## config.mk

```make
export PLATFORM = sky130hd
export DESIGN_NAME = wshb_rr_arbiter_flat
export DESIGN_NICKNAME = d
export VERILOG_FILES = /design/src/rtl/wshb_rr_arbiter_if.sv /design/src/rtl/wshb_rr_arbiter.sv /design/src/flat_wrapper.sv
export SDC_FILE = /design/constraint.sdc
export NUM_CORES = 1
export LEC_CHECK = 0
export ABC_AREA = 0
export BUFFER_PORTS_ARGS = -buffer_cell sky130_fd_sc_hd__buf_2
export CAP_MARGIN = 20
export CORE_AREA = 2 2 193 195
export DETAILED_ROUTE_END_ITERATION = 10
export DIE_AREA = 0 0 195 197
export HOLD_SLACK_MARGIN = 0.1
export PLACE_DENSITY = 0.34
export RECOVER_POWER = 100
export SYNTH_ARGS = -nofsm -noshare
export SYNTH_HDL_FRONTEND = slang
export SYNTH_SLANG_ARGS = --single-unit
```

## constraint.sdc

```tcl
create_clock -name sys_clk -period 1.9 [get_ports sys_clk]
set_input_delay 0.285 -clock sys_clk [delete_from_list [all_inputs] [get_ports sys_clk]]
set_output_delay 0.285 -clock sys_clk [all_outputs]
set_load 0.01 [all_outputs]
```

## src/rtl/wshb_rr_arbiter_if.sv

```systemverilog
`default_nettype none
// ============================================================================
//  Module   : wshb_if
//  Brief    : Wishbone bus bundle shared by the arbiter, its masters and the
//             SDRAM slave port.
//  Revision : 1.0 - initial release
// ============================================================================
interface wshb_if #(
    parameter int DATA_BYTES = 4
) ();
    logic                      cyc;
    logic                      stb;
    logic                      we;
    logic [31:0]               adr;
    logic [8*DATA_BYTES-1:0]   dat_ms;
    logic [8*DATA_BYTES-1:0]   dat_sm;
    logic [DATA_BYTES-1:0]     sel;
    logic [2:0]                cti;
    logic [1:0]                bte;
    logic                      ack;
    logic                      err;
    logic                      rty;

    modport master (
        output cyc, stb, we, adr, dat_ms, sel, cti, bte,
        input  ack, err, rty, dat_sm
    );

    modport slave (
        input  cyc, stb, we, adr, dat_ms, sel, cti, bte,
        output ack, err, rty, dat_sm
    );
endinterface
`default_nettype wire

```

## src/rtl/wshb_rr_arbiter.sv

```systemverilog
`default_nettype none
// ============================================================================
//  Module   : wshb_rr_arbiter
//  Brief    : 3-master / 1-slave Wishbone round-robin arbiter with a per-grant
//             ack quota. Define ARB_STATS_EN for per-master ack counters.
//  Revision : 1.0 - initial release
// ============================================================================
module wshb_rr_arbiter #(
    parameter int MAX_BURST  = 64,
    parameter int DATA_BYTES = 4
) (
    input  wire logic   sys_clk,
    input  wire logic   sys_rst,
    wshb_if.slave       wshb_ifs_0,
    wshb_if.slave       wshb_ifs_1,
    wshb_if.slave       wshb_ifs_2,
    wshb_if.master      wshb_ifm,
    output logic [2:0]  grant,
    output logic [15:0] ack_cnt_0,
    output logic [15:0] ack_cnt_1,
    output logic [15:0] ack_cnt_2
);

    localparam int               c_CNT_W   = $clog2(MAX_BURST + 1);
    localparam logic [c_CNT_W-1:0] c_MAX   = c_CNT_W'(MAX_BURST);
    localparam logic [1:0]       c_ST_IDLE = 2'd0;
    localparam logic [1:0]       c_ST_OWN  = 2'd1;
    localparam logic [1:0]       c_ST_GAP  = 2'd2;

    logic [1:0]              r_state;
    logic [1:0]              w_state_nxt;
    logic [2:0]              r_grant;
    logic [2:0]              w_grant_nxt;
    logic [1:0]              r_last;
    logic [1:0]              w_last_nxt;
    logic [c_CNT_W-1:0]      r_burst_cnt;
    logic                    w_cnt_clr;

    logic [2:0]              w_req;
    logic [1:0]              w_pick;
    logic                    w_pick_valid;
    logic                    w_force;
    logic                    w_pass;
    logic                    w_ack_dlv;

    logic                    w_m_cyc;
    logic                    w_m_stb;
    logic                    w_m_we;
    logic [31:0]             w_m_adr;
    logic [8*DATA_BYTES-1:0] w_m_dat_ms;
    logic [DATA_BYTES-1:0]   w_m_sel;
    logic [2:0]              w_m_cti;
    logic [1:0]              w_m_bte;

    assign w_req = {wshb_ifs_2.cyc, wshb_ifs_1.cyc, wshb_ifs_0.cyc};

    // r_last doubles as the owner index while in OWN
    always_comb begin
        w_m_cyc    = wshb_ifs_0.cyc;
        w_m_stb    = wshb_ifs_0.stb;
        w_m_we     = wshb_ifs_0.we;
        w_m_adr    = wshb_ifs_0.adr;
        w_m_dat_ms = wshb_ifs_0.dat_ms;
        w_m_sel    = wshb_ifs_0.sel;
        w_m_cti    = wshb_ifs_0.cti;
        w_m_bte    = wshb_ifs_0.bte;
        case (r_last)
            2'd1: begin
                w_m_cyc    = wshb_ifs_1.cyc;
                w_m_stb    = wshb_ifs_1.stb;
                w_m_we     = wshb_ifs_1.we;
                w_m_adr    = wshb_ifs_1.adr;
                w_m_dat_ms = wshb_ifs_1.dat_ms;
                w_m_sel    = wshb_ifs_1.sel;
                w_m_cti    = wshb_ifs_1.cti;
                w_m_bte    = wshb_ifs_1.bte;
            end
            2'd2: begin
                w_m_cyc    = wshb_ifs_2.cyc;
                w_m_stb    = wshb_ifs_2.stb;
                w_m_we     = wshb_ifs_2.we;
                w_m_adr    = wshb_ifs_2.adr;
                w_m_dat_ms = wshb_ifs_2.dat_ms;
                w_m_sel    = wshb_ifs_2.sel;
                w_m_cti    = wshb_ifs_2.cti;
                w_m_bte    = wshb_ifs_2.bte;
            end
            default: ;
        endcase
    end

    always_comb begin
        w_pick_valid = |w_req;
        w_pick       = 2'd0;
        case (r_last)
            2'd0:    w_pick = w_req[1] ? 2'd1 : (w_req[2] ? 2'd2 : 2'd0);
            2'd1:    w_pick = w_req[2] ? 2'd2 : (w_req[0] ? 2'd0 : 2'd1);
            default: w_pick = w_req[0] ? 2'd0 : (w_req[1] ? 2'd1 : 2'd2);
        endcase
    end

    // Quota release only in an ack-free cycle so no transfer is split
    assign w_force   = (r_state == c_ST_OWN) && w_m_cyc && (r_burst_cnt == c_MAX)
                       && (|(w_req & ~r_grant)) && !wshb_ifm.ack;
    assign w_pass    = (r_state == c_ST_OWN) && !w_force;
    assign w_ack_dlv = w_pass && wshb_ifm.ack;

    assign wshb_ifm.cyc    = w_pass && w_m_cyc;
    assign wshb_ifm.stb    = w_pass && w_m_stb;
    assign wshb_ifm.we     = w_m_we;
    assign wshb_ifm.adr    = w_m_adr;
    assign wshb_ifm.dat_ms = w_m_dat_ms;
    assign wshb_ifm.sel    = w_m_sel;
    assign wshb_ifm.cti    = w_m_cti;
    assign wshb_ifm.bte    = w_m_bte;

    assign wshb_ifs_0.ack    = w_pass && r_grant[0] && wshb_ifm.ack;
    assign wshb_ifs_0.err    = w_pass && r_grant[0] && wshb_ifm.err;
    assign wshb_ifs_0.rty    = w_pass && r_grant[0] && wshb_ifm.rty;
    assign wshb_ifs_0.dat_sm = wshb_ifm.dat_sm;
    assign wshb_ifs_1.ack    = w_pass && r_grant[1] && wshb_ifm.ack;
    assign wshb_ifs_1.err    = w_pass && r_grant[1] && wshb_ifm.err;
    assign wshb_ifs_1.rty    = w_pass && r_grant[1] && wshb_ifm.rty;
    assign wshb_ifs_1.dat_sm = wshb_ifm.dat_sm;
    assign wshb_ifs_2.ack    = w_pass && r_grant[2] && wshb_ifm.ack;
    assign wshb_ifs_2.err    = w_pass && r_grant[2] && wshb_ifm.err;
    assign wshb_ifs_2.rty    = w_pass && r_grant[2] && wshb_ifm.rty;
    assign wshb_ifs_2.dat_sm = wshb_ifm.dat_sm;

    assign grant = r_grant;

    // GAP arbitrates directly so the dead cycle is exactly one clock
    always_comb begin
        w_state_nxt = r_state;
        w_grant_nxt = r_grant;
        w_last_nxt  = r_last;
        w_cnt_clr   = 1'b0;
        case (r_state)
            c_ST_IDLE, c_ST_GAP: begin
                if (w_pick_valid) begin
                    w_state_nxt = c_ST_OWN;
                    w_grant_nxt = 3'b001 << w_pick;
                    w_last_nxt  = w_pick;
                    w_cnt_clr   = 1'b1;
                end else begin
                    w_state_nxt = c_ST_IDLE;
                    w_grant_nxt = 3'b000;
                end
            end
            c_ST_OWN: begin
                if (!w_m_cyc || w_force) begin
                    w_state_nxt = c_ST_GAP;
                    w_grant_nxt = 3'b000;
                end
            end
            default: begin
                w_state_nxt = c_ST_IDLE;
                w_grant_nxt = 3'b000;
            end
        endcase
    end

    always_ff @(posedge sys_clk or posedge sys_rst) begin
        if (sys_rst) begin
            r_state     <= c_ST_IDLE;
            r_grant     <= 3'b000;
            r_last      <= 2'd2;
            r_burst_cnt <= '0;
        end else begin
            r_state <= w_state_nxt;
            r_grant <= w_grant_nxt;
            r_last  <= w_last_nxt;
            if (w_cnt_clr) begin
                r_burst_cnt <= '0;
            end else if (w_ack_dlv && (r_burst_cnt != c_MAX)) begin
                r_burst_cnt <= r_burst_cnt + 1'b1;
            end
        end
    end

`ifdef ARB_STATS_EN
    for (genvar gi = 0; gi < 3; gi++) begin : g_stats
        logic [15:0] r_ack_cnt;
        always_ff @(posedge sys_clk or posedge sys_rst) begin
            if (sys_rst) begin
                r_ack_cnt <= 16'h0000;
            end else if (w_ack_dlv && r_grant[gi] && (r_ack_cnt != 16'hFFFF)) begin
                r_ack_cnt <= r_ack_cnt + 16'h0001;
            end
        end
    end
    assign ack_cnt_0 = g_stats[0].r_ack_cnt;
    assign ack_cnt_1 = g_stats[1].r_ack_cnt;
    assign ack_cnt_2 = g_stats[2].r_ack_cnt;
`else
    assign ack_cnt_0 = 16'h0000;
    assign ack_cnt_1 = 16'h0000;
    assign ack_cnt_2 = 16'h0000;
`endif

endmodule
`default_nettype wire

```

## src/flat_wrapper.sv

```systemverilog
// flat-port wrapper written by rule: the top's interface ports become plain ports
module wshb_rr_arbiter_flat 
#(
    parameter int MAX_BURST  = 64,
    parameter int DATA_BYTES = 4
)
  (sys_clk, sys_rst, grant, ack_cnt_0, ack_cnt_1, ack_cnt_2, wshb_ifs_0_cyc, wshb_ifs_0_stb, wshb_ifs_0_we, wshb_ifs_0_adr, wshb_ifs_0_dat_ms, wshb_ifs_0_sel, wshb_ifs_0_cti, wshb_ifs_0_bte, wshb_ifs_0_ack, wshb_ifs_0_err, wshb_ifs_0_rty, wshb_ifs_0_dat_sm, wshb_ifs_1_cyc, wshb_ifs_1_stb, wshb_ifs_1_we, wshb_ifs_1_adr, wshb_ifs_1_dat_ms, wshb_ifs_1_sel, wshb_ifs_1_cti, wshb_ifs_1_bte, wshb_ifs_1_ack, wshb_ifs_1_err, wshb_ifs_1_rty, wshb_ifs_1_dat_sm, wshb_ifs_2_cyc, wshb_ifs_2_stb, wshb_ifs_2_we, wshb_ifs_2_adr, wshb_ifs_2_dat_ms, wshb_ifs_2_sel, wshb_ifs_2_cti, wshb_ifs_2_bte, wshb_ifs_2_ack, wshb_ifs_2_err, wshb_ifs_2_rty, wshb_ifs_2_dat_sm, wshb_ifm_cyc, wshb_ifm_stb, wshb_ifm_we, wshb_ifm_adr, wshb_ifm_dat_ms, wshb_ifm_sel, wshb_ifm_cti, wshb_ifm_bte, wshb_ifm_ack, wshb_ifm_err, wshb_ifm_rty, wshb_ifm_dat_sm);
  wshb_if #(.DATA_BYTES(DATA_BYTES)) wshb_ifs_0_i ();
  wshb_if #(.DATA_BYTES(DATA_BYTES)) wshb_ifs_1_i ();
  wshb_if #(.DATA_BYTES(DATA_BYTES)) wshb_ifs_2_i ();
  wshb_if #(.DATA_BYTES(DATA_BYTES)) wshb_ifm_i ();
  input  wire logic sys_clk;
  input  wire logic sys_rst;
  output logic [2:0] grant;
  output logic [15:0] ack_cnt_0;
  output logic [15:0] ack_cnt_1;
  output logic [15:0] ack_cnt_2;
  input wire logic [$bits(wshb_ifs_0_i.cyc)-1:0] wshb_ifs_0_cyc;
  input wire logic [$bits(wshb_ifs_0_i.stb)-1:0] wshb_ifs_0_stb;
  input wire logic [$bits(wshb_ifs_0_i.we)-1:0] wshb_ifs_0_we;
  input wire logic [$bits(wshb_ifs_0_i.adr)-1:0] wshb_ifs_0_adr;
  input wire logic [$bits(wshb_ifs_0_i.dat_ms)-1:0] wshb_ifs_0_dat_ms;
  input wire logic [$bits(wshb_ifs_0_i.sel)-1:0] wshb_ifs_0_sel;
  input wire logic [$bits(wshb_ifs_0_i.cti)-1:0] wshb_ifs_0_cti;
  input wire logic [$bits(wshb_ifs_0_i.bte)-1:0] wshb_ifs_0_bte;
  output wire logic [$bits(wshb_ifs_0_i.ack)-1:0] wshb_ifs_0_ack;
  output wire logic [$bits(wshb_ifs_0_i.err)-1:0] wshb_ifs_0_err;
  output wire logic [$bits(wshb_ifs_0_i.rty)-1:0] wshb_ifs_0_rty;
  output wire logic [$bits(wshb_ifs_0_i.dat_sm)-1:0] wshb_ifs_0_dat_sm;
  input wire logic [$bits(wshb_ifs_1_i.cyc)-1:0] wshb_ifs_1_cyc;
  input wire logic [$bits(wshb_ifs_1_i.stb)-1:0] wshb_ifs_1_stb;
  input wire logic [$bits(wshb_ifs_1_i.we)-1:0] wshb_ifs_1_we;
  input wire logic [$bits(wshb_ifs_1_i.adr)-1:0] wshb_ifs_1_adr;
  input wire logic [$bits(wshb_ifs_1_i.dat_ms)-1:0] wshb_ifs_1_dat_ms;
  input wire logic [$bits(wshb_ifs_1_i.sel)-1:0] wshb_ifs_1_sel;
  input wire logic [$bits(wshb_ifs_1_i.cti)-1:0] wshb_ifs_1_cti;
  input wire logic [$bits(wshb_ifs_1_i.bte)-1:0] wshb_ifs_1_bte;
  output wire logic [$bits(wshb_ifs_1_i.ack)-1:0] wshb_ifs_1_ack;
  output wire logic [$bits(wshb_ifs_1_i.err)-1:0] wshb_ifs_1_err;
  output wire logic [$bits(wshb_ifs_1_i.rty)-1:0] wshb_ifs_1_rty;
  output wire logic [$bits(wshb_ifs_1_i.dat_sm)-1:0] wshb_ifs_1_dat_sm;
  input wire logic [$bits(wshb_ifs_2_i.cyc)-1:0] wshb_ifs_2_cyc;
  input wire logic [$bits(wshb_ifs_2_i.stb)-1:0] wshb_ifs_2_stb;
  input wire logic [$bits(wshb_ifs_2_i.we)-1:0] wshb_ifs_2_we;
  input wire logic [$bits(wshb_ifs_2_i.adr)-1:0] wshb_ifs_2_adr;
  input wire logic [$bits(wshb_ifs_2_i.dat_ms)-1:0] wshb_ifs_2_dat_ms;
  input wire logic [$bits(wshb_ifs_2_i.sel)-1:0] wshb_ifs_2_sel;
  input wire logic [$bits(wshb_ifs_2_i.cti)-1:0] wshb_ifs_2_cti;
  input wire logic [$bits(wshb_ifs_2_i.bte)-1:0] wshb_ifs_2_bte;
  output wire logic [$bits(wshb_ifs_2_i.ack)-1:0] wshb_ifs_2_ack;
  output wire logic [$bits(wshb_ifs_2_i.err)-1:0] wshb_ifs_2_err;
  output wire logic [$bits(wshb_ifs_2_i.rty)-1:0] wshb_ifs_2_rty;
  output wire logic [$bits(wshb_ifs_2_i.dat_sm)-1:0] wshb_ifs_2_dat_sm;
  output wire logic [$bits(wshb_ifm_i.cyc)-1:0] wshb_ifm_cyc;
  output wire logic [$bits(wshb_ifm_i.stb)-1:0] wshb_ifm_stb;
  output wire logic [$bits(wshb_ifm_i.we)-1:0] wshb_ifm_we;
  output wire logic [$bits(wshb_ifm_i.adr)-1:0] wshb_ifm_adr;
  output wire logic [$bits(wshb_ifm_i.dat_ms)-1:0] wshb_ifm_dat_ms;
  output wire logic [$bits(wshb_ifm_i.sel)-1:0] wshb_ifm_sel;
  output wire logic [$bits(wshb_ifm_i.cti)-1:0] wshb_ifm_cti;
  output wire logic [$bits(wshb_ifm_i.bte)-1:0] wshb_ifm_bte;
  input wire logic [$bits(wshb_ifm_i.ack)-1:0] wshb_ifm_ack;
  input wire logic [$bits(wshb_ifm_i.err)-1:0] wshb_ifm_err;
  input wire logic [$bits(wshb_ifm_i.rty)-1:0] wshb_ifm_rty;
  input wire logic [$bits(wshb_ifm_i.dat_sm)-1:0] wshb_ifm_dat_sm;
  assign wshb_ifs_0_i.cyc = wshb_ifs_0_cyc;
  assign wshb_ifs_0_i.stb = wshb_ifs_0_stb;
  assign wshb_ifs_0_i.we = wshb_ifs_0_we;
  assign wshb_ifs_0_i.adr = wshb_ifs_0_adr;
  assign wshb_ifs_0_i.dat_ms = wshb_ifs_0_dat_ms;
  assign wshb_ifs_0_i.sel = wshb_ifs_0_sel;
  assign wshb_ifs_0_i.cti = wshb_ifs_0_cti;
  assign wshb_ifs_0_i.bte = wshb_ifs_0_bte;
  assign wshb_ifs_0_ack = wshb_ifs_0_i.ack;
  assign wshb_ifs_0_err = wshb_ifs_0_i.err;
  assign wshb_ifs_0_rty = wshb_ifs_0_i.rty;
  assign wshb_ifs_0_dat_sm = wshb_ifs_0_i.dat_sm;
  assign wshb_ifs_1_i.cyc = wshb_ifs_1_cyc;
  assign wshb_ifs_1_i.stb = wshb_ifs_1_stb;
  assign wshb_ifs_1_i.we = wshb_ifs_1_we;
  assign wshb_ifs_1_i.adr = wshb_ifs_1_adr;
  assign wshb_ifs_1_i.dat_ms = wshb_ifs_1_dat_ms;
  assign wshb_ifs_1_i.sel = wshb_ifs_1_sel;
  assign wshb_ifs_1_i.cti = wshb_ifs_1_cti;
  assign wshb_ifs_1_i.bte = wshb_ifs_1_bte;
  assign wshb_ifs_1_ack = wshb_ifs_1_i.ack;
  assign wshb_ifs_1_err = wshb_ifs_1_i.err;
  assign wshb_ifs_1_rty = wshb_ifs_1_i.rty;
  assign wshb_ifs_1_dat_sm = wshb_ifs_1_i.dat_sm;
  assign wshb_ifs_2_i.cyc = wshb_ifs_2_cyc;
  assign wshb_ifs_2_i.stb = wshb_ifs_2_stb;
  assign wshb_ifs_2_i.we = wshb_ifs_2_we;
  assign wshb_ifs_2_i.adr = wshb_ifs_2_adr;
  assign wshb_ifs_2_i.dat_ms = wshb_ifs_2_dat_ms;
  assign wshb_ifs_2_i.sel = wshb_ifs_2_sel;
  assign wshb_ifs_2_i.cti = wshb_ifs_2_cti;
  assign wshb_ifs_2_i.bte = wshb_ifs_2_bte;
  assign wshb_ifs_2_ack = wshb_ifs_2_i.ack;
  assign wshb_ifs_2_err = wshb_ifs_2_i.err;
  assign wshb_ifs_2_rty = wshb_ifs_2_i.rty;
  assign wshb_ifs_2_dat_sm = wshb_ifs_2_i.dat_sm;
  assign wshb_ifm_cyc = wshb_ifm_i.cyc;
  assign wshb_ifm_stb = wshb_ifm_i.stb;
  assign wshb_ifm_we = wshb_ifm_i.we;
  assign wshb_ifm_adr = wshb_ifm_i.adr;
  assign wshb_ifm_dat_ms = wshb_ifm_i.dat_ms;
  assign wshb_ifm_sel = wshb_ifm_i.sel;
  assign wshb_ifm_cti = wshb_ifm_i.cti;
  assign wshb_ifm_bte = wshb_ifm_i.bte;
  assign wshb_ifm_i.ack = wshb_ifm_ack;
  assign wshb_ifm_i.err = wshb_ifm_err;
  assign wshb_ifm_i.rty = wshb_ifm_rty;
  assign wshb_ifm_i.dat_sm = wshb_ifm_dat_sm;
  wshb_rr_arbiter #(.MAX_BURST(MAX_BURST), .DATA_BYTES(DATA_BYTES)) u_core (.sys_clk(sys_clk), .sys_rst(sys_rst), .wshb_ifs_0(wshb_ifs_0_i), .wshb_ifs_1(wshb_ifs_1_i), .wshb_ifs_2(wshb_ifs_2_i), .wshb_ifm(wshb_ifm_i), .grant(grant), .ack_cnt_0(ack_cnt_0), .ack_cnt_1(ack_cnt_1), .ack_cnt_2(ack_cnt_2));
endmodule
```

==> metrics.md, run 1 <==
| Metric | Value |
|---|---|
| Drt initial violations | 181 |
| Final setup viols | 82 |
| CTS tree | yes |
| Most area-consuming cells after synthesis | buf_4 31%, a22oi_1 16%, a21oi_1 12%, dfrtp_1 9.4%, nor2_1 8.4% |
| Total grt overflow | 0 |
| Crit path capture | wshb_ifm_adr[22] |
| PnR worst setup slack | -0.317 ns |
| Core Box Area | 36300 um^2 |
| CTS H-tree depth | 1 |
| CP Data Required Time | 1.62 ns |
| Worst r2r src | u_core.r_burst_cnt[0] |
| Layout cells sized above 1 | 0.665 |
| WHS | 0.101 ns |
| Ports | 497 |
| Cell accounting for the most synthesized area | buf_4 |
| Number of synthesized flops with an enable pin | 0 |
| Slew @ Worst Pin | 0.635 ns |
| Post-DR vias/cell | 3.72 |
| Place WS | -0.104 ns |
| Total GRT Usage | 0.108 |
| Highest-count cells in the layout ignoring fill and taps | 307 x buf_2, 58 x a22oi_1, 48 x conb_1, 42 x a21oi_2, 39 x nor2_1 |
| Post-synth top area share | 0.313 |
| Status | finished, violations left |
| Via Count | 4693 |
| DRC | 0 |
| Final worst-path cycle share | 1.17 |
| Initial antenna violation count | 0 |
| Syn Area/Cell | 6.76 um^2 |
| Clock latency on the worst-skew pair | 0.25 ns |
| Flops & latches, synth | 14 |
| Final instance area | 6560 um^2 |
| Reg2Reg Setup Slack | 0.14 ns |
| WS Path Type | reg -> out |
| DIE AREA | 38400 um^2 |
| Antenna Violating Nets Remaining | 0 |
| Max-cap viol count | 0 |
| R2r endpoint | u_core.r_state[0] |
| R2R depth | 8 |
| Die Wd | 195 um |
| Starting Density | 0.0959 |
| Max Slew Vio Count | 0 |
| Detailed Routing Iterations Pass 1 | 4 |
| Leading cell type in the layout, fill and taps excluded | buf_2 |
| CP Launch Type | flip-flop |
| Clock Tree Root | clkbuf_16 |
| DP HPWL | 16900 um |
| Failing checks | negative setup slack |
| Area after DPL | 5200 um^2 |
| Port Buf Inserts | 320 |
| Max_slew headroom | 0.570 |
| RSZ-0062 raised after global routing | true |
| Sequential area share after synthesis | 0.101 |
| RePlAce Congestion | 0.760 |
| CP arrival | 1.93 ns |
| Pin count of the biggest net entering global routing | 35 |
| Clock period minus worst slack | 2.22 ns |
| Synth Cell Area | 3480 um^2 |
| Total CTS buffers | 3 |
| Final WL | 23200 um |
| Antenna cell count | 0 |
| CTS max path bufs | 2 |
| CP max FO | 6 |
| Die H | 197 um |
| Yosys cell types | 46 |
| Vias in the first global route | 4367 |
| Hold crit path type | in -> async |
| Finished Core Util | 0.181 |
| Top FF cell, synth | dfrtp_1 |
| Post-synth ARST share | 1.00 |
| Wire per inst | 18.4 um |
| Sink Count | 14 |
| Setup crit start | u_core.r_last[1] |
| Area growth from synthesis to layout | 88.5% |
| Global-route wire length before repair | 30700 um |
| Peak VDD IR | 0.000685 V |
| # hold bufs at CTS | 0 |
| Pleak | 2.96 nW |
| FMAX | 451 MHz |
| Crit. End Element | output port |
| Post-layout nets | 1063 |
| Pwr/cell area | 2260 nW/um^2 |
| Worst Skew | 0.00412 ns |
| Final Hold Viols | 0 |
| Rows | 70 |
| Reg clk slew, reported paths | 0.05 ns |
| Cells after Synth | 514 |
| Synth warn | 0 |
[cells by family after synthesis]
| kind of cell | share of synthesized area |
|---|---|
| adder cells (fa/ha/maj) | 0.0180 |
| buffers and inverters | 0.367 |
| AND/OR/NAND/NOR | 0.151 |
| AO/OA/AOI/OAI | 0.354 |
| multiplexers | 0.00864 |
| flip-flops | 0.101 |
| other | 0.00108 |
[layer usage]
| metal | vias up | share of wire | track usage |
|---|---|---|---|
| met3 | 9 | 0.085 | 0.0279 |
| met2 | 260 | 0.48 | 0.185 |
| li1 | 2203 | - | - |
| met1 | 2221 | 0.43 | 0.141 |
| met5 | - | 0 | 0 |
| met4 | 0 | 0.0038 | 0.00905 |
[flip-flops by register name, summed over array words and instances, names as in the netlist]
signal              count
u_core.r_burst_cnt      7
u_core.grant            3
u_core.r_last           2
u_core.r_state          2
[final cells by class]
type / instances / area, um^2
Fill cell: 4211 / 29700
Timing Repair Buffer: 408 / 2880
Clock buffer: 4 / 78.8
Tap cell: 468 / 586
Inverter: 9 / 33.8
Sequential cell: 14 / 352
Multi-Input combinational cell: 357 / 2630
[repair_timing]
| action | in CTS | in global routing |
|---|---|---|
| buffers inserted | 20 | 4 |
| setup endpoints to repair | 82 | 84 |
| resized for setup | 85 | 101 |
| cloned | 12 | 5 |
| pin swaps | 24 | 18 |
[cells in the mapped netlist (all sizes together) (3+ instances only)]
| cell type | n |
|---|---|
| or3 | 3 |
| nand2b | 4 |
| ha | 5 |
| nand2 | 3 |
| dfrtp | 13 |
| mux2i | 3 |
| nor2 | 78 |
| nand3 | 9 |
| a21oi | 86 |
| o21ai | 5 |
| and3 | 3 |
| clkbuf | 16 |
| inv | 9 |
| o31ai | 3 |
| o22ai | 3 |
| buf | 165 |
| a22oi | 76 |
| o2111ai | 3 |
[worst max-delay path, cell delays in order (launching register included)]
cell	delay [ns]
dfstp_2	0.54
inv_2	0.06
ha_4	0.33
buf_12	0.15
buf_12	0.13
clkbuf_16	0.18
nor2_4	0.04
a21oi_2	0.10
buf_2	0.15
[power breakdown]
group / switching [W] / internal, W / leakage, nW
sequential: 0.0000429 / 0.000391 / 0.183
combinational: 0.00714 / 0.00681 / 2.74
clock: 0.000130 / 0.000284 / 0.0382
[metrics by stage]
step / std cells / total power, W / TNS [ns]
floorplan: 561 / 0.00538 / -0.354
global placement: 1218 / 0.00913 / -1.27
detailed placement: 1218 / 0.00908 / -1.37
CTS: 1253 / 0.0133 / -21.19
global route: 1260 / 0.0158 / -25.51
finish: 1260 / 0.0148 / -19.02
[worst min-delay path by stage]
stage / startpoint / endpoint / slack [ns] / cells after the start
after global placement: sys_rst / u_core.r_burst_cnt[5] / 0.40 / 2
after global routing: sys_rst / u_core.r_burst_cnt[3] / 0.15 / 2
after floorplan: sys_rst / u_core.grant[0] / 0.17 / 1
after CTS: sys_rst / u_core.r_burst_cnt[3] / 0.13 / 2
after detailed placement: sys_rst / u_core.r_burst_cnt[3] / 0.39 / 2
final: sys_rst / u_core.r_burst_cnt[3] / 0.10 / 2
(Power assumes the default switching activity.)
==> run 2, diff against run 1 <==
--- a/config.mk
+++ b/config.mk
@@ -14,6 +14,7 @@
 export HOLD_SLACK_MARGIN = 0.1
 export PLACE_DENSITY = 0.34
 export RECOVER_POWER = 100
+export SKIP_LAST_GASP = 1
 export SYNTH_ARGS = -nofsm -noshare
 export SYNTH_HDL_FRONTEND = slang
 export SYNTH_SLANG_ARGS = --single-unit
==> run 2 against run 1 <==
The flow still finishes with violations (negative setup slack). Total power is 2.6% lower. Sequential share of layout area is 0.093 points higher. Critical path depth unchanged. Global-route usage barely moved. Setup slack improved by 0.010 ns. Critical path type unchanged.
==> metrics.md, run 2 (synthesis gave the netlist of run 1 again) <==
| Metric | Value |
|---|---|
| Status | finished, violations left (unchanged) |
| Failing checks | negative setup slack (unchanged) |
| Antenna cell count | 0 (unchanged) |
| Die H | 197 um (unchanged) |
| Peak VDD IR | 0.000918 V (was 0.000685 V) |
| CP Launch Type | flip-flop (unchanged) |
| R2R depth | 8 (unchanged) |
| FMAX | 453 MHz (was 451 MHz) |
| Setup crit start | u_core.r_last[1] (unchanged) |
| R2r endpoint | u_core.r_state[0] (unchanged) |
| PnR worst setup slack | -0.307 ns (was -0.317 ns) |
| Max reg flops | 7 (unchanged) |
| Total GRT Usage | 0.108 (about the same) |
| Slew @ Worst Pin | 0.644 ns (was 0.635 ns) |
| Pleak | 2.94 nW (was 2.96 nW) |
| DR top layer | met5 (was met4) |
| Final Hold Viols | 0 (unchanged) |
| Clock period minus worst slack | 2.21 ns (was 2.22 ns) |
| Max-cap viol count | 0 (unchanged) |
| DIE AREA | 38400 um^2 (unchanged) |
| Metal-1 WL | 9920 um (was 9900 um) |
| Die Wd | 195 um (unchanged) |
| Sink Count | 14 (unchanged) |
| Area after DPL | 5200 um^2 (unchanged) |
| Area growth from synthesis to layout | 85.3% (was 88.5%) |
| Sequential cell area | 352 um^2 (unchanged) |
| Pwr/cell area | 2240 nW/um^2 (was 2260 nW/um^2) |
| Highest-count cells in the layout ignoring fill and taps | 309 x buf_2, 62 x a22oi_1, 48 x conb_1, 43 x nor2_1, 41 x a21oi_1 (was 307 x buf_2, 58 x a22oi_1, 48 x conb_1, 42 x a21oi_2, 39 x nor2_1) |
| Pin count of the biggest net entering global routing | 35 (unchanged) |
| CTS tree | yes (unchanged) |
| Most flops, register | u_core.r_burst_cnt (unchanged) |
| Max_slew headroom | 0.564 (was 0.570) |
| Top delay family on crit path | buffers and inverters (unchanged) |
| DRC | 0 (unchanged) |
| WS Path Type | reg -> out (unchanged) |
| Antenna Violating Nets Remaining | 0 (unchanged) |
| CTS H-tree depth | 1 (unchanged) |
| WHS | 0.101 ns (about the same) |
| Crit path capture | wshb_ifm_adr[22] (unchanged) |
| Crit. End Element | output port (unchanged) |
| Rows | 70 (unchanged) |
| Wire per inst | 18.3 um (was 18.4 um) |
| Reg2Reg Setup Slack | 0.13 ns (was 0.14 ns) |
| Total CTS buffers | 3 (unchanged) |
| Final instance area | 6440 um^2 (was 6560 um^2) |
| Detailed Routing Iterations Pass 1 | 4 (unchanged) |
| Reg clk slew, reported paths | 0.05 ns (about the same) |
| Starting Density | 0.0959 (unchanged) |
| Critical path's largest stage delay | 0.54 ns (about the same) |
| Max Slew Vio Count | 0 (unchanged) |
| RSZ-0062 raised after global routing | true (unchanged) |
| CTS max path bufs | 2 (unchanged) |
| Initial antenna violation count | 1 (was 0) |
| TNS Setup | -19.05 ns (was -19.02 ns) |
| Met3 wire length | 1810 um (was 1970 um) |
| Multi-input gate area | 2550 um^2 (was 2630 um^2) |
| CP arrival | 1.92 ns (was 1.93 ns) |
| DP HPWL | 16900 um (unchanged) |
| Worst r2r src | u_core.r_burst_cnt[0] (unchanged) |
| Via Count | 4681 (was 4693) |
| Slowest CP cell | dfstp_2 (unchanged) |
| Clock Tree Root | clkbuf_16 (unchanged) |
| Fin cells | 1259 (was 1260) |
| Drt initial violations | 173 (was 181) |
| CP max FO | 6 (unchanged) |
| CP Data Required Time | 1.62 ns (about the same) |
| Port Buf Inserts | 320 (unchanged) |
| Vias in the first global route | 4349 (was 4367) |
| Hold crit path type | in -> async (unchanged) |
| Post-DR vias/cell | 3.72 (about the same) |
| Ports | 497 (unchanged) |
| Worst Skew | 0.00418 ns (was 0.00412 ns) |
| Leading cell type in the layout, fill and taps excluded | buf_2 (unchanged) |
| Final setup viols | 82 (unchanged) |
| Post-layout nets | 1062 (was 1063) |
| Core Box Area | 36300 um^2 (unchanged) |
| CP dominant cell by count | buf_12 (unchanged) |
| Final worst-path cycle share | 1.16 (was 1.17) |
| Global-route wire length before repair | 30600 um (was 30700 um) |
| Final WL | 23100 um (was 23200 um) |
| Total grt overflow | 0 (unchanged) |
| Dpl cells | 1218 (unchanged) |
| Stages on worst setup path | 8 (unchanged) |
| Layout cells sized above 1 | 0.647 (was 0.665) |
| Buf+Inv Stages, Crit Path | 5 (unchanged) |
| Wire length on met2 | 11200 um (about the same) |
| RePlAce Congestion | 0.760 (unchanged) |
| Clock latency on the worst-skew pair | 0.25 ns (about the same) |
| CP Cell Sequence | inv_2, ha_4, buf_12, buf_12, clkbuf_16, nor2_4, a21oi_2, buf_2 (unchanged) |
| FILL cells | 4225 (was 4211) |
| Finished Core Util | 0.178 (was 0.181) |
-- run 2: worst min path at each step --
stage / startpoint / endpoint / slack (ns) / depth (start not counted)
global placement: sys_rst / u_core.r_burst_cnt[5] / 0.40 / 2
CTS: sys_rst / u_core.r_burst_cnt[3] / 0.13 / 2
global route: sys_rst / u_core.r_burst_cnt[3] / 0.15 / 2
finish: sys_rst / u_core.r_burst_cnt[3] / 0.10 / 2
detailed placement: sys_rst / u_core.r_burst_cnt[3] / 0.39 / 2
floorplan: sys_rst / u_core.grant[0] / 0.17 / 1
-- run 2: stage by stage --
| stage | worst slack [ns] | power, W |
|---|---|---|
| global placement | -0.103 | 0.00913 |
| detailed placement | -0.104 | 0.00908 |
| CTS | -0.324 | 0.0131 |
| floorplan | -0.0734 | 0.00538 |
| global route | -0.392 | 0.0154 |
| finish | -0.307 | 0.0144 |
-- run 2: layer usage --
metal,vias to the layer above,GRT usage
li1,2197,-
met1,2213,0.140
met2,258,0.185
met3,11,0.0296
met4,2,0.00933
met5,-,0
-- run 2: final cells by class --
class,count,area share
sequential,14,0.0546
tap,468,0.0909
timing repair buffer,407,0.441
multi-input combinational,357,0.397
clock buffer,4,0.0122
inverter,9,0.00524
-- run 2: timing repair --
item | in CTS | in global routing
gates cloned | 12 | 4
setup endpoints to repair | 82 | 84
resized for setup | 67 | 98
pin swaps | 21 | 19
buffers inserted | 20 | 4
hold buffers | 0 | 0
-- run 2: power breakdown --
group | switching, W | leakage, nW | total [W] | internal [W]
clock | 0.000129 | 0.0382 | 0.000414 | 0.000284
sequential | 0.0000429 | 0.183 | 0.000434 | 0.000391
combinational | 0.00698 | 2.72 | 0.0136 | 0.00659
total | 0.00715 | 2.94 | 0.0144 | 0.00726
-- run 2: worst register-to-register path, stage by stage, from the launching register on --
cell       delay (ns)
dfrtp_1          0.37
inv_1            0.06
ha_1             0.16
nand4bb_1        0.10
clkbuf_1         0.15
a311oi_2         0.35
buf_12           0.21
buf_4            0.14
o32ai_1          0.08
==> run 3, diff against run 2 <==
--- a/config.mk
+++ b/config.mk
@@ -5,15 +5,16 @@
 export SDC_FILE = /design/constraint.sdc
 export NUM_CORES = 1
 export LEC_CHECK = 0
-export ABC_AREA = 0
+export ABC_AREA = 1
 export BUFFER_PORTS_ARGS = -buffer_cell sky130_fd_sc_hd__buf_2
 export CAP_MARGIN = 20
 export CORE_AREA = 2 2 193 195
 export DETAILED_ROUTE_END_ITERATION = 10
 export DIE_AREA = 0 0 195 197
-export HOLD_SLACK_MARGIN = 0.1
+export HOLD_SLACK_MARGIN = 0.08
 export PLACE_DENSITY = 0.34
 export RECOVER_POWER = 100
+export REMOVE_ABC_BUFFERS = 1
 export SKIP_LAST_GASP = 1
 export SYNTH_ARGS = -nofsm -noshare
 export SYNTH_HDL_FRONTEND = slang
==> run 3 against run 2 <==
The flow still finishes with violations (negative setup slack). Design area shrank 17%. Setup slack gained 0.028 ns. Flip-flop and latch count is the same. Critical path type unchanged. First-iteration DRC count shrank 1.7%. Final cell count grew 4.9%. Synthesized area grew 3.2%.
==> metrics.md, run 3 <==
| Metric | Value |
|---|---|
| Rows | 70 (unchanged) |
| Die Wd | 195 um (unchanged) |
| Most area-consuming cells after synthesis | buf_4 30%, nand2_1 18%, a31oi_1 13%, nor2_1 9.6%, dfrtp_1 9.1% (was buf_4 31%, a22oi_1 16%, a21oi_1 12%, dfrtp_1 9.4%, nor2_1 8.4%) |
| Sink Count | 14 (unchanged) |
| CP Data Required Time | 1.62 ns (about the same) |
| Most flops, register | u_core.r_burst_cnt (unchanged) |
| Critical path's largest stage delay | 0.55 ns (was 0.54 ns) |
| Finished Core Util | 0.147 (was 0.178) |
| Total GRT Usage | 0.147 (was 0.108) |
| Post-synth top cells | 173 x nand2_1, 145 x buf_4, 92 x nor2_1, 74 x a31oi_1, 25 x buf_2 (was 145 x buf_4, 85 x a21oi_1, 78 x nor2_1, 76 x a22oi_1, 16 x clkbuf_1) |
| Max-cap viol count | 0 (unchanged) |
| DIE AREA | 38400 um^2 (unchanged) |
| CP Cell Sequence | inv_4, ha_4, buf_12, buf_4, nor2_1, a31oi_1, buf_2 (was inv_2, ha_4, buf_12, buf_12, clkbuf_16, nor2_4, a21oi_2, buf_2) |
| Detailed Routing Iterations Pass 1 | 4 (unchanged) |
| Final Hold Viols | 0 (unchanged) |
| DRC | 0 (unchanged) |
| Max reg flops | 7 (unchanged) |
| CTS tree | yes (unchanged) |
| Cell accounting for the most synthesized area | buf_4 (unchanged) |
| Clock period minus worst slack | 2.18 ns (was 2.21 ns) |
| CTS max path bufs | 2 (unchanged) |
| Antenna Violating Nets Remaining | 0 (unchanged) |
| Setup crit start | u_core.r_last[1] (unchanged) |
| Global-route wire length before repair | 38100 um (was 30600 um) |
| Pin count of the biggest net entering global routing | 41 (was 35) |
| Reg2Reg Setup Slack | 0.13 ns (about the same) |
| CTS H-tree depth | 1 (unchanged) |
| Post-synth top area share | 0.303 (was 0.313) |
| PnR worst setup slack | -0.279 ns (was -0.307 ns) |
| Total grt overflow | 0 (unchanged) |
| Max Slew Vio Count | 0 (unchanged) |
| Ports | 497 (unchanged) |
| Starting Density | 0.0990 (was 0.0959) |
| RSZ-0062 raised after global routing | true (unchanged) |
| DP HPWL | 27400 um (was 16900 um) |
| Clock Tree Root | clkbuf_16 (unchanged) |
| Clock latency on the worst-skew pair | 0.25 ns (about the same) |
| CP Launch Type | flip-flop (unchanged) |
| Failing checks | negative setup slack (unchanged) |
| FMAX | 459 MHz (was 453 MHz) |
| Cells after Synth | 612 (was 514) |
| Leading cell type in the layout, fill and taps excluded | buf_2 (unchanged) |
| Core Box Area | 36300 um^2 (unchanged) |
| Port Buf Inserts | 320 (unchanged) |
| Top delay family on crit path | buffers and inverters (unchanged) |
| Total CTS buffers | 3 (unchanged) |
| Most frequent cell after synthesis | nand2_1 (was buf_4) |
| Worst Skew | 0.00619 ns (was 0.00418 ns) |
| Crit. End Element | output port (unchanged) |
| WHS | 0.0868 ns (was 0.101 ns) |
| RePlAce Congestion | 0.793 (was 0.760) |
| Dpl cells | 1305 (was 1218) |
| Pwr/cell area | 1650 nW/um^2 (was 2240 nW/um^2) |
| Peak VDD IR | 0.000409 V (was 0.000918 V) |
| CP arrival | 1.89 ns (was 1.92 ns) |
| Status | finished, violations left (unchanged) |
| R2R depth | 12 (was 8) |
| Vias in the first global route | 4360 (was 4349) |
| Buf+Inv Stages, Crit Path | 4 (was 5) |
| Via Count | 4806 (was 4681) |
| # hold bufs at CTS | 0 (unchanged) |
| Synth Cell Area | 3590 um^2 (was 3480 um^2) |
| Sequential area share after synthesis | 0.0980 (was 0.101) |
| WS Path Type | reg -> out (unchanged) |
| Fin cells | 1321 (was 1259) |
| R2r endpoint | u_core.r_state[1] (was u_core.r_state[0]) |
| Post-DR vias/cell | 3.64 (was 3.72) |
| Max_slew headroom | 0.606 (was 0.564) |
| Pleak | 2.68 nW (was 2.94 nW) |
| Worst r2r src | u_core.r_burst_cnt[0] (unchanged) |
| Hold crit path type | in -> async (unchanged) |
| Top FF cell, synth | dfrtp_1 (unchanged) |
| Place WS | -0.0605 ns (was -0.104 ns) |
| Layout cells sized above 1 | 0.464 (was 0.647) |
| Flops & latches, synth | 14 (unchanged) |
| Number of synthesized flops with an enable pin | 0 (unchanged) |
| Slew @ Worst Pin | 0.590 ns (was 0.644 ns) |
| Post-synth ARST share | 1.00 (unchanged) |
| Post-layout nets | 1122 (was 1062) |
| CP max FO | 23 (was 6) |
| Initial antenna violation count | 15 (was 1) |
| Final setup viols | 82 (unchanged) |
| Synth warn | 0 (unchanged) |
| TNS Setup | -16.62 ns (was -19.05 ns) |
| Die H | 197 um (unchanged) |
| Slowest CP cell | dfstp_2 (unchanged) |
| Final worst-path cycle share | 1.15 (was 1.16) |
| Wire per inst | 23.3 um (was 18.3 um) |
| Drt initial violations | 170 (was 173) |
| Yosys cell types | 36 (was 46) |
| Final WL | 30700 um (was 23100 um) |
| Syn Area/Cell | 5.86 um^2 (was 6.76 um^2) |
| Highest-count cells in the layout ignoring fill and taps | 315 x buf_2, 174 x nand2_1, 91 x nor2_1, 71 x a31oi_1, 48 x conb_1 (was 309 x buf_2, 62 x a22oi_1, 48 x conb_1, 43 x nor2_1, 41 x a21oi_1) |
| Area growth from synthesis to layout | 49.0% (was 85.3%) |
| Reg clk slew, reported paths | 0.05 ns (about the same) |
[run 3: cell types whose count changed after synthesis, sizes merged, moves of 4 or more]
cell | previous run | this run
clkbuf | 16 | 6
nand2 | 3 | 178
a22oi | 76 | 0
nand3 | 9 | 15
nor2 | 78 | 95
buf | 165 | 171
inv | 9 | 26
o21ai | 5 | 9
a31oi | 0 | 74
a21oi | 86 | 2
nand2b | 4 | 0
[run 3: cells by family after synthesis]
logic type | after synthesis | share of synthesized area
XOR/XNOR | 2 | 0.00488
AO/OA/AOI/OAI | 88 | 0.154
multiplexers | 1 | 0.00279
buffers and inverters | 204 | 0.376
flip-flops | 14 | 0.0980
adder cells (fa/ha/maj) | 5 | 0.0174
other | 1 | 0.00105
AND/OR/NAND/NOR | 297 | 0.346
[run 3: report_power, final]
part	internal [W]	total [W]	switching (W)	leakage, nW
clock network	0.000320	0.000459	0.000139	0.0442
registers	0.000386	0.000464	0.0000783	0.184
logic	0.00349	0.00790	0.00441	2.45
total	0.00419	0.00882	0.00463	2.68
[run 3: through the flow]
step / total power [W] / area, um^2
floorplan: 0.00307 / 2520
global placement: 0.00807 / 5100
detailed placement: 0.00804 / 5100
CTS: 0.00869 / 5250
global route: 0.00960 / 5350
finish: 0.00882 / 5350
[run 3: cell type report]
class / count / area [um^2]
Fill cell: 4311 / 30900
Multi-Input combinational cell: 441 / 2130
Timing Repair Buffer: 365 / 2080
Inverter: 27 / 105
Sequential cell: 14 / 352
Tap cell: 468 / 586
Clock buffer: 4 / 88.8
Antenna cell: 2 / 5.00
[run 3: metal layers]
metal  part of all wire  track usage  vias up
li1                   -            -     2273
met1               0.30        0.128     2090
met2               0.50        0.265      381
met3               0.15       0.0970       52
met4              0.046       0.0554       10
met5             0.0060       0.0319        -
[run 3: worst max path at each step]
stage                     endpoint  slack (ns)  depth (start not counted)
2_1_floorplan       wshb_ifs_0_err       -2.13                          8
3_3_place_gp      wshb_ifm_adr[12]       -0.09                          7
3_5_place_dp      wshb_ifm_adr[12]       -0.06                          7
4_1_cts        wshb_ifm_dat_ms[17]       -0.29                          7
5_1_grt             wshb_ifs_0_rty       -0.38                          9
6_report          wshb_ifm_adr[19]       -0.28                          7
[run 3: what timing repair did]
action / CTS / global route
resized for setup: 6 / 8
cloned: 0 / 3
buffers inserted: 5 / 2
endpoints found under the setup margin: 82 / 82
pin swaps: 4 / 8
